File: src/rtl/l2_line_adapter_pkg.sv
// ----------------------------------------------------------------------------
// l2_pkg
// Shared definitions for the L2 line-to-burst adapter.
//   L2_LINE_W   : default cache line width in bits
//   L2_BEAT_W   : default memory burst beat width in bits
//   L2_ADDR_W   : default byte address width
//   L2_BEATS    : beats per line at the default widths
//   L2_OFFSET_W : byte-offset bits inside one line at the default widths
//   l2_state_e  : adapter FSM state encoding
// ----------------------------------------------------------------------------
package l2_pkg;

    localparam int L2_LINE_W   = 256;
    localparam int L2_BEAT_W   = 64;
    localparam int L2_ADDR_W   = 32;
    localparam int L2_BEATS    = L2_LINE_W / L2_BEAT_W;
    localparam int L2_OFFSET_W = $clog2(L2_LINE_W / 8);

    typedef enum logic [1:0] {
        ST_IDLE  = 2'd0,
        ST_READ  = 2'd1,
        ST_WRITE = 2'd2,
        ST_DONE  = 2'd3
    } l2_state_e;

endpackage

File: src/rtl/l2_line_adapter.sv
// ----------------------------------------------------------------------------
// l2_line_adapter
// Converts one full-line read/write request from the L2 controller into a
// BEATS-long burst on the physical-memory interface, then answers with a
// single-cycle pmem_resp.
//
// Ports
//   clk, rst              : clock (rising edge), async active-high reset
//   pmem_read/pmem_write  : line request level from L2 control (held to resp)
//   pmem_address          : line address from L2 datapath
//   pmem_wdata            : line to write back
//   pmem_rdata            : assembled read line (line buffer)
//   pmem_resp             : one-cycle completion pulse
//   mem_read/mem_write    : burst request to memory
//   mem_address           : line-aligned burst address
//   mem_wdata             : current write beat
//   mem_rdata             : current read beat
//   mem_resp              : one beat transferred per high cycle
// ----------------------------------------------------------------------------
module l2_line_adapter
    import l2_pkg::*;
#(
    parameter int LINE_W = L2_LINE_W,
    parameter int BEAT_W = L2_BEAT_W,
    parameter int ADDR_W = L2_ADDR_W
) (
    input  logic              clk,
    input  logic              rst,
    input  logic              pmem_read,
    input  logic              pmem_write,
    input  logic [ADDR_W-1:0] pmem_address,
    input  logic [LINE_W-1:0] pmem_wdata,
    output logic [LINE_W-1:0] pmem_rdata,
    output logic              pmem_resp,
    output logic              mem_read,
    output logic              mem_write,
    output logic [ADDR_W-1:0] mem_address,
    output logic [BEAT_W-1:0] mem_wdata,
    input  logic [BEAT_W-1:0] mem_rdata,
    input  logic              mem_resp
);

    localparam int BEATS    = LINE_W / BEAT_W;
    localparam int CNT_W    = $clog2(BEATS);
    localparam int OFFSET_W = $clog2(LINE_W / 8);

    l2_state_e         state_q, state_d;
    logic [CNT_W-1:0]  cnt_q, cnt_d;
    logic [ADDR_W-1:0] addr_q, addr_d;
    logic              load_line;
    logic              last_beat;
    logic [BEAT_W-1:0] beat_arr [BEATS];

    assign last_beat = (cnt_q == CNT_W'(BEATS - 1));

    // ------------------------------------------------------------------
    // Next-state logic. Write has priority over read on accept. The
    // counter is exactly log2(BEATS) bits so it wraps to 0 by itself
    // after the last beat.
    // ------------------------------------------------------------------
    always_comb begin
        state_d   = state_q;
        cnt_d     = cnt_q;
        addr_d    = addr_q;
        load_line = 1'b0;
        case (state_q)
            ST_IDLE: begin
                if (pmem_write || pmem_read) begin
                    state_d   = pmem_write ? ST_WRITE : ST_READ;
                    load_line = pmem_write;
                    addr_d    = {pmem_address[ADDR_W-1:OFFSET_W], {OFFSET_W{1'b0}}};
                    cnt_d     = '0;
                end
            end
            ST_READ, ST_WRITE: begin
                if (mem_resp) begin
                    cnt_d = cnt_q + 1'b1;
                    if (last_beat) begin
                        state_d = ST_DONE;
                    end
                end
            end
            ST_DONE: begin
                // Requests are deliberately ignored here; a still-high
                // request is taken as a new one in the following IDLE.
                state_d = ST_IDLE;
            end
            default: begin
                state_d = ST_IDLE;
            end
        endcase
    end

    always_ff @(posedge clk or posedge rst) begin
        if (rst) begin
            state_q <= ST_IDLE;
            cnt_q   <= '0;
            addr_q  <= '0;
        end else begin
            state_q <= state_d;
            cnt_q   <= cnt_d;
            addr_q  <= addr_d;
        end
    end

    // ------------------------------------------------------------------
    // Line buffer, one register per beat. A write accept loads the whole
    // line; during a read each accepted beat lands in slot cnt_q.
    // ------------------------------------------------------------------
    generate
        for (genvar gi = 0; gi < BEATS; gi++) begin : g_beat
            logic [BEAT_W-1:0] beat_q;
            logic              rd_we;

            assign rd_we = (state_q == ST_READ) && mem_resp && (cnt_q == CNT_W'(gi));

            always_ff @(posedge clk or posedge rst) begin
                if (rst) begin
                    beat_q <= '0;
                end else if (load_line) begin
                    beat_q <= pmem_wdata[gi*BEAT_W +: BEAT_W];
                end else if (rd_we) begin
                    beat_q <= mem_rdata;
                end
            end

            assign beat_arr[gi]                    = beat_q;
            assign pmem_rdata[gi*BEAT_W +: BEAT_W] = beat_q;
        end
    endgenerate

    // Outputs depend only on registered state, counter, address and buffer.
    assign mem_read    = (state_q == ST_READ);
    assign mem_write   = (state_q == ST_WRITE);
    assign pmem_resp   = (state_q == ST_DONE);
    assign mem_address = addr_q;
    assign mem_wdata   = beat_arr[cnt_q];

endmodule

File: config.mk
export PLATFORM = sky130hd
export DESIGN_NAME = l2_line_adapter
export DESIGN_NICKNAME = d
export VERILOG_FILES = /design/src/rtl/l2_line_adapter_pkg.sv /design/src/rtl/l2_line_adapter.sv
export SDC_FILE = /design/constraint.sdc
export NUM_CORES = 1
export LEC_CHECK = 0
export ABC_CLOCK_PERIOD_IN_PS = 26600
export CORE_AREA = 2 2 276 278
export CTS_CLUSTER_SIZE = 28
export DETAILED_ROUTE_END_ITERATION = 10
export DIE_AREA = 0 0 278 280
export MAX_ROUTING_LAYER = met4
export PLACE_DENSITY = 0.5
export SYNTH_ARGS = -nofsm -noshare
export SYNTH_HDL_FRONTEND = slang
export SYNTH_SLANG_ARGS = --single-unit
export TNS_END_PERCENT = 50
File: constraint.sdc
create_clock -name clk -period 26.6 [get_ports clk]
set_clock_uncertainty 0.05 [all_clocks]
set_input_delay 5.32 -clock clk [delete_from_list [all_inputs] [get_ports clk]]
set_output_delay 5.32 -clock clk [all_outputs]
set_load 0.01 [all_outputs]
**Yosys cells after proc, flatten, opt, wreduce, memory -nomap -nowiden**

Index checks and enable logic that the tools add are counted.

- Register bits after elaboration: 287
- Word-level logic and storage cells: 57
- Output and inout bits: 355
- Input bits: 357

- $add $sub $neg: 1
- Equal/unequal tests: 9
- Order comparisons: 1
- Reduce and logical (&&, ||, !) cells: 17
- Muxes and demuxes: 21
- Bitwise gates (word level): 1

Operators by type and width:

| cell | number |
|---|---|
| $mux W64 | 10 |
| $bmux W64 S2 | 1 |
| $mux W2 | 6 |
| $reduce_bool A2 Y1 | 5 |
| $eq A2 B2 Y1 const B | 4 |
| $ne A2 B2 Y1 const B | 3 |
| $pmux W2 S3 | 1 |
| $reduce_and A3 Y1 | 2 |
| $logic_and A1 B1 Y1 | 5 |
| $eq A2 B1 Y1 const B | 2 |
| $logic_not A2 Y1 | 2 |
| $pmux W2 S2 | 1 |
| $ge A3 B3 Y1 const B | 1 |
| $not A2 Y3 | 1 |
| $add A2 B1 Y2 const B | 1 |
| $mux W1 | 2 |
| $reduce_and A2 Y1 | 1 |
| $reduce_or A2 Y1 | 1 |
| $logic_or A1 B1 Y1 | 1 |

**Longest topological paths before layout**

- Depth after elaboration: 5
- Depth in mapped cells: 10
- Depth with buffers taken out: 5

**Worst setup path before layout**

OpenSTA, ideal clock, no wires.

- Path kind: register to output
- From: reg cnt_q[0]
- To: out mem_wdata[16]
- Buffers on the path: 2
- Slack: 19.903 ns
- Stages on the path, launching flop included: 4
- Arrival: 1.327 ns
- Required time: 21.230 ns
- Cell sequence: dfrtp_1 > buf_4 > buf_4 > mux4_2

- Word-level cells in the longest chain between the ends: 4

Ends and longest elaborated chain:

| element | RTL line | text |
|---|---|---|
| start: declaration | l2_line_adapter.sv:48 | `logic [CNT_W-1:0] cnt_q, cnt_d;` |
| start signal: assignment | l2_line_adapter.sv:101 | `cnt_q <= cnt_d;` |
| $not A2 Y3 (not written as such) | l2_line_adapter.sv:137 | `assign mem_wdata = beat_arr[cnt_q];` |
| $bmux W64 S2 | l2_line_adapter.sv:137 |  |
| $mux W64 (not written as such) (2 in a row) | l2_line_adapter.sv:137 |  |
| end: declaration | l2_line_adapter.sv:38 | `output logic [BEAT_W-1:0] mem_wdata,` |

No other way between the ends. The select of a mux whose other input is x is not followed.

**Worst setup path after layout**

- From: reg cnt_q[0]
- To: out mem_wdata[34]

Same word-level chain as after synthesis.

==> run summary <==
async set-reset flop share out of synthesis = 100.0%
leak pwr = 9.307 nW
row cnt = 101
initial antenna violation count = 5
die width = 278 um
largest net degree at the start of global routing = 100
vias in the first global route = 13,760
total iterations of the first detailed-routing run = 5
power density over the cells = 125.0 nW/um^2
CTS Buffer Depth = 3
first-pass GRT wire length = 95,050 um
Non-Filler Instances = 3,020
clk sinks = 287
die height = 280 um
hold-fix buffers at CTS = 0
fillers = 7,775
io pins = 712
area leader, netlist = dfrtp_1
CP Launch Type = flip-flop
routed wire length = 65,630 um
switching share of power = 39.06%
fin crit period = 8931 ps
Multi-input gate area = 6277 sq um
Max FO, Critical Path = 36
P&R area growth vs syn = 62.01%
kind of critical path = reg -> out
Clk pin slew, worst setup/hold paths = 60 ps
pins over their slew limit = 0
net switching power = 1.129 mW
fin util = 30.75%
CP required = 21,230 ps
Rel. slew slack = 20.98%
TNS Setup = 0 ps
max-cap viol count = 0
DRT antenna net count = 0
largest cells by area after synthesis = dfrtp_1 (50%), mux4_2 (10%), a21oi_1 (9.0%)
Hold Violations, Final = 0
total CTS buffers = 38
Synth top cells by count = dfrtp_1 (287), nand2_1 (258), a21oi_1 (257)
P_int = 1.761 mW
CP arrival = 3560 ps
dominant synthesized flop cell = dfrtp_1
PostCTS Resize Cnt = 0
Clock Power Share = 17.8%
H-tree levels = 2
final routed DRC violation total = 0
Mean Syn Cell Area = 10.42 sq um
Post-synth EDFFs = 0
Least-Margin Pin Slew = 1181 ps
remaining global-route overflow = 0
Yosys cell types = 28
Gate power share = 53.0%
detailed placer's ending HPWL = 46,380 um
CTS tree = yes
GPL Wtd Cong = 0.8529
cell area after synthesis = 14,270 sq um
run status = complete, no violations
yosys warns = 0
Yosys reg bits = 287
IO buf count = 701
fin nets = 2,377
First DRT Iteration DRCs = 681
register share of total power = 29.2%
most common cell in the netlist = dfrtp_1
Clock Latency Late Sink = 550 ps
Vias = 13,150
Post-CTS Setup Inserts = 0
routed len/inst = 21.73 um
number of instances in the placed design = 2,949
unrepaired setup endpoints after global routing = false
initial core utilization = 18.98%
core footprint = 75,190 sq um
total track usage = 16.76%
Hold WC Path Type = reg -> reg
die area = 77,840 sq um
Cells after Synth = 1,370
maximum vdd drop = 0.05894 mV
final setup violation count = 0
Root Driver = clkbuf_16
final worst-path cycle share = 33.58%
CP endpoint kind = output port
register area share after synthesis = 50.32%
fmax = 112.0 MHz
register area = 7189 sq um
share of the synthesized area in the top cell type = 50.32%
layout cells sized above 1 = 9.818%
Vias/cell = 4.354
-- power groups by stage --
stage | Combinational (mW) | Sequential, mW | Clock [mW]
after floorplan | 0.666 | 0.869 | 0
after global placement | 1.55 | 0.839 | 0
after detailed placement | 1.56 | 0.851 | 0
after CTS | 1.56 | 0.846 | 0.537
after global routing | 1.65 | 0.875 | 0.554
final | 1.53 | 0.843 | 0.515
-- worst max-delay path, cell delays in order (launching register included) --
cell,delay [ps]
dfrtp_4,930
buf_4,830
mux4_2,660
clkdlybuf4s50_1,530
-- metrics by stage --
stage	hold WS [ps]	total power, mW	instance area (sq um)	setup WS, ps
floorplan	473.5	1.535	14290	13310
global placement	435.6	2.386	21880	18020
detailed placement	446.9	2.408	21880	18010
CTS	459.6	2.944	23110	17450
global route	474.3	3.077	23120	17390
finish	454.6	2.890	23120	17670
-- flip-flops by register name (all words and copies together) (netlist names) --
name / flops
g_beat.beat_q: 256
state_q: 2
mem_address: 27
cnt_q: 2
-- layout make-up --
| class | instances | share of cell area (%) |
|---|---|---|
| Sequential cell | 287 | 31.09 |
| Timing Repair Buffer | 719 | 30.92 |
| Multi-Input combinational cell | 957 | 27.15 |
| Tap cell | 978 | 5.292 |
| Clock buffer | 57 | 4.903 |
| Clock inverter | 9 | 0.4275 |
| Inverter | 8 | 0.1623 |
| Antenna cell | 5 | 0.05411 |
-- worst paths after layout --
| kind | from | slack, ps | end | cells after the start |
|---|---|---|---|---|
| max | cnt_q[0] | 17670 | mem_wdata[34] | 3 |
| min reg2reg | g_beat[2].beat_q[36] | 450 | g_beat[2].beat_q[36] | 2 |
| max in group asynchronous | rst | 18970 | g_beat[2].beat_q[4] | 4 |
| max reg2reg | cnt_q[1] | 22380 | g_beat[0].beat_q[29] | 7 |
| min in group asynchronous | rst | 5280 | g_beat[2].beat_q[33] | 2 |
| min | g_beat[2].beat_q[36] | 450 | g_beat[2].beat_q[36] | 2 |
-- layer usage --
metal	vias up	track usage, %	routed length, um
li1	6157	-	-
met1	6444	20.46	27200
met2	453	27.53	32640
met3	96	3.681	3933
met4	0	5.502	1855
met5	-	-	0
-- cells by family after synthesis --
group	count (synthesis)	synth area share, %
flops	287	50.32
simple gates	262	6.926
fa+ha+maj	9	0.7890
buf+inv	130	6.435
mux	93	12.90
other cells	1	0.02627
compound gates	588	22.61
-- layout by cell type (no fill, tap or decap), types with 4 or more instances in the layout --
cell type        count
clkinv_2             6
inv_1                7
a21oi_1            257
a21boi_2            22
buf_4               19
clkbuf_8             9
a21boi_1            28
clkbuf_1             9
a21boi_0            15
mux2_4              20
o21ai_1            155
mux2_2               7
diode_2              5
nand2_1            258
dfrtp_1            285
o21ai_0            104
conb_1               5
a32oi_4              4
clkdlybuf4s50_1    700
mux4_2              64
ha_1                 8
clkbuf_16           39
(Power assumes the default switching activity.)
